<file path="config.mk">
export PLATFORM = sky130hd
export DESIGN_NAME = autotype_sequencer
export DESIGN_NICKNAME = d
export VERILOG_FILES = /design/src/rtl/autotype_sequencer.sv
export SDC_FILE = /design/constraint.sdc
export NUM_CORES = 1
export LEC_CHECK = 0
export CAP_MARGIN = 5
export CORE_ASPECT_RATIO = 1.1
export CORE_MARGIN = 2
export CORE_UTILIZATION = 25
export CTS_CLUSTER_SIZE = 40
export DETAILED_ROUTE_END_ITERATION = 7
export PLACE_DENSITY_LB_ADDON = 0.12
export SETUP_SLACK_MARGIN = 0.4
export SLEW_MARGIN = 20
export SYNTH_ARGS = -nofsm -noshare
export SYNTH_HDL_FRONTEND = slang
export SYNTH_SLANG_ARGS = --single-unit
</file>
<file path="constraint.sdc">
create_clock -name clk -period 3.05 [get_ports clk]
set_input_delay 0.305 -clock clk [delete_from_list [all_inputs] [get_ports clk]]
set_output_delay 0.305 -clock clk [all_outputs]
set_load 0.01 [all_outputs]
</file>
<file path="src/rtl/autotype_sequencer.sv">
// Scripted power-on keystroke player: drives a core's reset and one-hot key inputs from a step table.
// All outputs registered; start/abort act one edge after they are sampled, step entry updates outputs on the entry edge.
module autotype_sequencer #(
    parameter int                     NUM_KEYS    = 4,
    parameter int                     NUM_STEPS   = 8,
    parameter logic [NUM_STEPS*8-1:0] SCRIPT      = '0,
    parameter int                     STEP_CYCLES = 2**23,
    parameter int                     HOLD_CYCLES = 2**21,
    parameter bit                     AUTO_START  = 1'b1,
    parameter bit                     REPEAT      = 1'b0
) (
    input  logic                clk,
    input  logic                reset,
    input  logic                start,
    input  logic                abort,
    output logic [NUM_KEYS-1:0] keys_out,
    output logic                n_reset_out,
    output logic                busy,
    output logic                done,
    output logic [5:0]          step_idx
);

    localparam int             CW        = (STEP_CYCLES > 1) ? $clog2(STEP_CYCLES) : 1;
    localparam logic [CW-1:0]  CNT_LAST  = CW'(STEP_CYCLES - 1);
    localparam logic [CW-1:0]  CNT_REL   = CW'(HOLD_CYCLES - 1);
    localparam logic [5:0]     STEP_LAST = 6'(NUM_STEPS - 1);

    typedef enum logic [1:0] {
        IDLE = 2'd0,
        RUN  = 2'd1,
        DONE = 2'd2
    } state_t;

    state_t              state, state_nxt;
    logic [CW-1:0]       cnt, cnt_nxt;
    logic                boot;
    logic [NUM_KEYS-1:0] keys_nxt;
    logic                nrst_nxt;
    logic                busy_nxt;
    logic                done_nxt;
    logic [5:0]          step_nxt;
    logic                enter;
    logic [5:0]          enter_step;
    logic [7:0]          entry_byte;

    function automatic logic [7:0] script_byte(input logic [5:0] s);
        logic [7:0] b;
        b = '0;
        for (int i = 0; i < NUM_STEPS; i++) begin
            if (s == 6'(i)) b = SCRIPT[8*i +: 8];
        end
        return b;
    endfunction

    function automatic logic step_is_end(input logic [5:0] s);
        logic e;
        e = 1'b0;
        for (int i = 0; i < NUM_STEPS; i++) begin
            if (s == 6'(i)) e = SCRIPT[8*i + 7];
        end
        return e;
    endfunction

    // Indices at or beyond NUM_KEYS (including 63) decode to no key: a delay step.
    function automatic logic [NUM_KEYS-1:0] key_onehot(input logic [5:0] idx);
        logic [NUM_KEYS-1:0] k;
        k = '0;
        for (int i = 0; i < NUM_KEYS; i++) begin
            if (idx == 6'(i)) k[i] = 1'b1;
        end
        return k;
    endfunction

    always_comb begin
        state_nxt  = state;
        cnt_nxt    = cnt;
        keys_nxt   = keys_out;
        nrst_nxt   = n_reset_out;
        busy_nxt   = busy;
        done_nxt   = done;
        step_nxt   = step_idx;
        enter      = 1'b0;
        enter_step = '0;

        case (state)
            IDLE: begin
                keys_nxt = '0;
                nrst_nxt = 1'b1;
                if (start || (boot && AUTO_START)) enter = 1'b1;
            end
            RUN: begin
                if (abort) begin
                    state_nxt = IDLE;
                    keys_nxt  = '0;
                    nrst_nxt  = 1'b1;
                    busy_nxt  = 1'b0;
                    cnt_nxt   = '0;
                end else if (start) begin
                    enter = 1'b1;
                end else if (cnt == CNT_LAST) begin
                    // An END step only stays in RUN when wrapping, so it always leads back to step 0.
                    if (step_idx == STEP_LAST || step_is_end(step_idx)) begin
                        if (REPEAT) begin
                            enter = 1'b1;
                        end else begin
                            state_nxt = DONE;
                            busy_nxt  = 1'b0;
                            done_nxt  = 1'b1;
                            keys_nxt  = '0;
                            nrst_nxt  = 1'b1;
                            cnt_nxt   = '0;
                        end
                    end else begin
                        enter      = 1'b1;
                        enter_step = step_idx + 6'd1;
                    end
                end else begin
                    cnt_nxt = cnt + CW'(1);
                    if (cnt == CNT_REL) begin
                        keys_nxt = '0;
                        nrst_nxt = 1'b1;
                    end
                end
            end
            DONE: begin
                if (start) enter = 1'b1;
            end
            default: begin
                state_nxt = IDLE;
            end
        endcase

        entry_byte = script_byte(enter_step);
        if (enter) begin
            step_nxt = enter_step;
            keys_nxt = '0;
            nrst_nxt = 1'b1;
            cnt_nxt  = '0;
            if (entry_byte[7]) begin
                if (REPEAT) begin
                    // Park on the last count so the very next edge wraps to step 0.
                    state_nxt = RUN;
                    busy_nxt  = 1'b1;
                    done_nxt  = 1'b0;
                    cnt_nxt   = CNT_LAST;
                end else begin
                    state_nxt = DONE;
                    busy_nxt  = 1'b0;
                    done_nxt  = 1'b1;
                end
            end else begin
                state_nxt = RUN;
                busy_nxt  = 1'b1;
                done_nxt  = 1'b0;
                if (entry_byte[6]) nrst_nxt = 1'b0;
                else               keys_nxt = key_onehot(entry_byte[5:0]);
            end
        end
    end

    always_ff @(posedge clk or posedge reset) begin
        if (reset) begin
            state       <= IDLE;
            cnt         <= '0;
            boot        <= 1'b1;
            keys_out    <= '0;
            n_reset_out <= 1'b0;
            busy        <= 1'b0;
            done        <= 1'b0;
            step_idx    <= '0;
        end else begin
            state       <= state_nxt;
            cnt         <= cnt_nxt;
            boot        <= 1'b0;
            keys_out    <= keys_nxt;
            n_reset_out <= nrst_nxt;
            busy        <= busy_nxt;
            done        <= done_nxt;
            step_idx    <= step_nxt;
        end
    end

endmodule

</file>
==> impl_metrics.tcl, run 1 <==
set metrics [dict create \
    io_pins 17 \
    synth.area.top_cells "dfrtp_1 42%, nand2_1 5.4%, nand3_1 5.0%" \
    wl_met1_um 2560 \
    critPathMaxStageDelay_ns 0.59 \
    die_w_um 91.1 \
    clock_skew_ns 0.00970 \
    ctsResizeCount 0 \
    fmax_ghz 0.411 \
    nFillCells 884 \
    clockBufferDepth 2 \
    synth_common_cells "35 x dfrtp_1, 30 x nand2_1, 21 x nand3_1, 14 x nor2_1, 13 x nand4_1" \
    min_period_over_period_pct 79.8 \
    cts_tree "built" \
    layout.nets 257 \
    crit_path_cell_trace "ha_1 > nand2_1 > or4_1 > a2111o_1 > buf_4 > nand4_1 > o311ai_0" \
    grt_pass1_wl_um 8940 \
    yosys_warnings 0 \
    synth.distinct_cells 50 \
    overflow 0 \
    power_leakage_nw 0.959 \
    seqPwrFrac_pct 47.5 \
    post-synth-top-count-cell "dfrtp_1" \
    muxShareOfSynthArea_pct 2.46 \
    h-tree-depth 2 \
    die_y_um 99.9 \
    initial_core_util_pct 26.1 \
    synth_area_sq_um 2090 \
    yosys.area_share.adder_pct 1.20 \
    crit_family "simple AND/OR/NAND/NOR gates" \
    antenna_left 0 \
    p_sw_uw 275 \
    wl_met3_um 175 \
    fin_hold_ws_ns 0.431 \
    post_cts_buffers 0 \
    synth_top_area_share_pct 41.9 \
    pwr-share-clk_pct 40.5 \
    hold_violations 0 \
    clk_pin_slew_ns 0.08 \
    cts_buffers 5 \
    vias_per_cell 4.99 \
    grt_max_degree 37 \
    critPathArrivalTime_ns 2.58 \
    setup_ws_ns 0.616 \
    drt_iter0_drc 101 \
    routed_wl_um 5170 \
    first_pass_iters 4 \
    placedCellCount 352 \
    ys_ff_latch 36 \
    hold_buffers 0 \
    drc 0 \
    vdd_drop_max_mv 0.150 \
    gp_congestion 0.730 \
    final_util_pct 30.3 \
    fin_cells 360 \
    path_class "reg -> reg" \
    internal-power_uw 775 \
    n_antenna_cell 0 \
    grt_antenna_before_repair 0 \
    yosys.area.top_type "dfrtp_1" \
    syn_to_final_growth_pct 15.9 \
    via_count 1798 \
    io_buffers 13 \
    async_flop_share_pct 100 \
    ys_seq_area_share_pct 43.2 \
    status "complete, no violations" \
    grt_pass1_vias 1735 \
    critical_path_required_ns 3.20 \
    cp-start-kind "register" \
    combPwrFrac_pct 12.0 \
    rsz0062_at_grt "no" \
    path_buf_inv 1 \
    synth_compound_area_share_pct 15.6 \
    synth-edff-count 0 \
    die-area_sq_um 9100 \
    synth_simple_gate_area_share_pct 30.9 \
    slew_viol_final 0 \
    synth_top_family_by_area "simple AND/OR/NAND/NOR gates" \
    cp_max_fo 10 \
    cts-root-buf "clkbuf_8" \
    dp_slack_ns 0.443 \
    wire_per_inst_um 14.4 \
    dp_hpwl_um 3430 \
    wl_met2_um 2370 \
    top_layer "met4" \
    synth-xor-area-share_pct 0.419 \
    ys.flop_type "dfrtp_1" \
    setup_viol 0 \
    power_density_nw_per_um2 434 \
    min_period_ns 2.43 \
    swShare_pct 26.2 \
    rows 34 \
    insertion_delay_ns 0.29 \
    drv_cap 0 \
    synth_area_per_cell_sq_um 8.77 \
    fin_tns_setup_ns 0 \
    cts.sinks 36 \
    drive_above_1_share_pct 9.13 \
    grt_usage_pct 12.2 \
    cp_slowest_cell "a2111o_1" \
    netlist_instances 238 \
    core-area_sq_um 8000 \
    worst_setup_path_end_kind "register" \
    min_path_type "in -> async" \
]
-- routing by layer --
layer	track usage, %	vias to the layer above
li1	-	893
met1	16.9	863
met2	19.3	35
met3	2.40	7
met4	3.85	0
met5	0	-
-- cell families after synthesis --
family / count (synthesis)
AND/OR/NAND/NOR: 120
AO/OA/AOI/OAI: 49
flip-flops: 36
buffers and inverters: 24
multiplexers: 5
adder cells (fa/ha/maj): 2
other: 1
XOR/XNOR: 1
-- registers in the layout, summed over array words and instances, names as in the netlist --
name and cells:
boot 1, busy 1, cnt 23, done 1, keys_out 1, n_reset_out 1
state 2, step_idx 6
-- tightest hold or removal path, delay by kind of cell --
kind | cells | cell delay (ns)
buf+inv | 3 | 0.86
-- through the flow --
stage	power, mW	instance area (sq um)
after CTS	1.07	2420
after floorplan	0.590	2100
final	1.05	2420
after global placement	0.637	2310
after global routing	1.11	2420
after detailed placement	0.636	2310
-- placed cells by master (no fill, tap or decap), types with 3 or more instances in the layout --
cell,count
a21o_1,3
a21oi_1,7
a31oi_1,6
and3_1,3
and4_1,6
buf_4,5
clkbuf_8,5
clkdlybuf4s50_1,13
conb_1,4
dfrtp_1,35
inv_1,9
mux2i_1,4
nand2_1,29
nand2b_1,8
nand3_1,21
nand4_1,13
nor2_1,14
nor3_1,7
o21a_1,3
o21ai_0,11
o22ai_1,4
o311ai_0,5
or3_1,3
-- power by group through the flow --
| stage | combinational (mW) | clock [mW] | sequential, mW |
|---|---|---|---|
| CTS | 0.128 | 0.445 | 0.499 |
| global placement | 0.129 | 0 | 0.508 |
| detailed placement | 0.128 | 0 | 0.509 |
| finish | 0.126 | 0.426 | 0.499 |
| global route | 0.142 | 0.466 | 0.502 |
| floorplan | 0.0815 | 0 | 0.509 |
-- worst paths after layout --
kind,start,to,slack (ns),cells past startpoint
setup / recovery,step_idx[0],cnt[9],0.62,7
hold / removal,reset,n_reset_out,0.43,3
setup reg to reg,step_idx[0],cnt[9],0.62,7
hold reg to reg,n_reset_out,n_reset_out,0.48,2
max in group asynchronous,reset,boot,2.27,3
min in group clk,n_reset_out,n_reset_out,0.48,2
-- layout make-up --
cell class / count / area, sq um / area share, %
multi-input cells: 181 / 1070 / 44.4
clock buffers: 6 / 72.6 / 3.00
well taps: 108 / 135 / 5.58
repair buffers: 18 / 168 / 6.93
inverters: 9 / 33.8 / 1.40
flip-flops and latches: 36 / 902 / 37.3
clock inverters: 2 / 35.0 / 1.45
Power figures use the tool's default switching activity.
==> inputs of run 2 (changes only) <==
Clock period 3.05 ns to 2.5 ns, I/O delays scaled along.
==> impl_metrics.tcl, run 2 (same netlist as run 1, synthesis figures left out) <==
set metrics [dict create \
    status "complete, no violations" \
    regMostFlops "cnt" \
    syn_to_final_growth_pct 28.2 \
    final_util_pct 33.5 \
    cp_max_fo 7 \
    gp_congestion 0.785 \
    clk_pin_slew_ns 0.07 \
    hold_violations 0 \
    dp_hpwl_um 3730 \
    power_leakage_nw 1.08 \
    die_w_um 91.1 \
    min_period_ns 2.18 \
    mostFrequentLayoutCells "35 x dfrtp_1, 27 x nand2_1, 20 x nand3_1, 20 x buf_4" \
    startpoint "step_idx[0]" \
    rr_startpoint "step_idx[0]" \
    grt_usage_pct 13.2 \
    regArea_sq_um 902 \
    clockBufferDepth 2 \
    routed_wl_um 5610 \
    fin_hold_ws_ns 0.371 \
    rsz0062_at_grt "yes" \
    cts_tree "built" \
    largest_registers "cnt x23, step_idx x6, state x2" \
    min_path_type "in -> async" \
    antenna_left 0 \
    setup_viol 0 \
    h-tree-depth 2 \
    drc 0 \
    n_antenna_cell 0 \
    die-area_sq_um 9100 \
    die_y_um 99.9 \
    worst_setup_path_end_kind "register" \
    fin_tns_setup_ns 0 \
    slew_viol_final 0 \
    core-area_sq_um 8000 \
    path_class "reg -> reg" \
    multi_input_comb_area_sq_um 1180 \
    cts_buffers 5 \
    insertion_delay_ns 0.29 \
    grt_antenna_before_repair 0 \
    grt_pass1_vias 1871 \
    power_density_nw_per_um2 472 \
    drive_above_1_share_pct 21.3 \
    slew_headroom_pct 65.2 \
    critPathArrivalTime_ns 2.36 \
    drv_cap 0 \
    io_pins 17 \
    cts.sinks 36 \
    grt_max_degree 37 \
    wire_per_inst_um 14.8 \
    critical_path_required_ns 2.68 \
    drt_iter0_drc 91 \
    min_period_over_period_pct 87.2 \
    final_common_cell "dfrtp_1" \
    largest_reg_flops 23 \
    fmax_ghz 0.459 \
    io_buffers 13 \
    cp-start-kind "register" \
    initial_core_util_pct 26.1 \
    vdd_drop_max_mv 0.248 \
    first_pass_iters 4 \
    rows 34 \
    overflow 0 \
    grt_pass1_wl_um 9520 \
    clock_skew_ns 0.00740 \
    nFillCells 900 \
    layout.nets 277 \
    worst_pin_slew_ns 0.521 \
    via_count 1889 \
    vias_per_cell 4.97 \
    cts-root-buf "clkbuf_8" \
]
[run 2: power breakdown]
part | switching (mW) | internal (mW) | leakage [nW]
combinational | 0.113 | 0.0757 | 0.546
sequential | 0.0113 | 0.597 | 0.485
clock | 0.214 | 0.252 | 0.0515
total | 0.338 | 0.925 | 1.08
[run 2: metal layers]
metal | share of wire, % | GRT usage [%]
met5 | 0 | 0
met4 | 2.3 | 5.59
met3 | 2.9 | 2.63
met2 | 46 | 20.7
met1 | 48 | 17.8
[run 2: per-stage QoR]
step / worst slack [ns] / power (mW) / cell area (sq um) / cells
floorplan: 0.275 / 0.724 / 2120 / 241
global placement: 0.111 / 0.791 / 2390 / 361
detailed placement: 0.153 / 0.788 / 2390 / 361
CTS: 0.316 / 1.28 / 2600 / 376
global route: 0.224 / 1.33 / 2680 / 380
finish: 0.321 / 1.26 / 2680 / 380
[run 2: path summary, 6_finish.rpt]
| path | end | slack (ns) | cells after the start |
|---|---|---|---|
| max | cnt[13] | 0.32 | 7 |
| min | cnt[17] | 0.37 | 3 |
| max reg2reg | cnt[13] | 0.32 | 7 |
| min reg2reg | n_reset_out | 0.48 | 2 |
| max in group asynchronous | boot | 1.77 | 3 |
| min in group clk | n_reset_out | 0.48 | 2 |
[run 2: critical path: stages (launching register included)]
cell      delay [ns]
dfrtp_1         0.40
ha_4            0.17
nand2_2         0.05
or4_4           0.43
a2111o_2        0.60
buf_6           0.18
a31oi_2         0.15
o22ai_1         0.10
[run 2: layout make-up]
| cell class | count | share of cell area (%) |
|---|---|---|
| well taps | 108 | 5.05 |
| repair buffers | 38 | 12.3 |
| flip-flops and latches | 36 | 33.7 |
| multi-input cells | 181 | 43.9 |
| clock buffers | 8 | 3.74 |
| inverters | 9 | 1.26 |
[run 2: repair_timing]
action	4_1_cts	5_1_grt
pin swaps	10	5
endpoints found under the setup margin	23	26
gates resized for setup	15	10
hold buffers	0	0
setup buffers	5	4
cloned	2	0
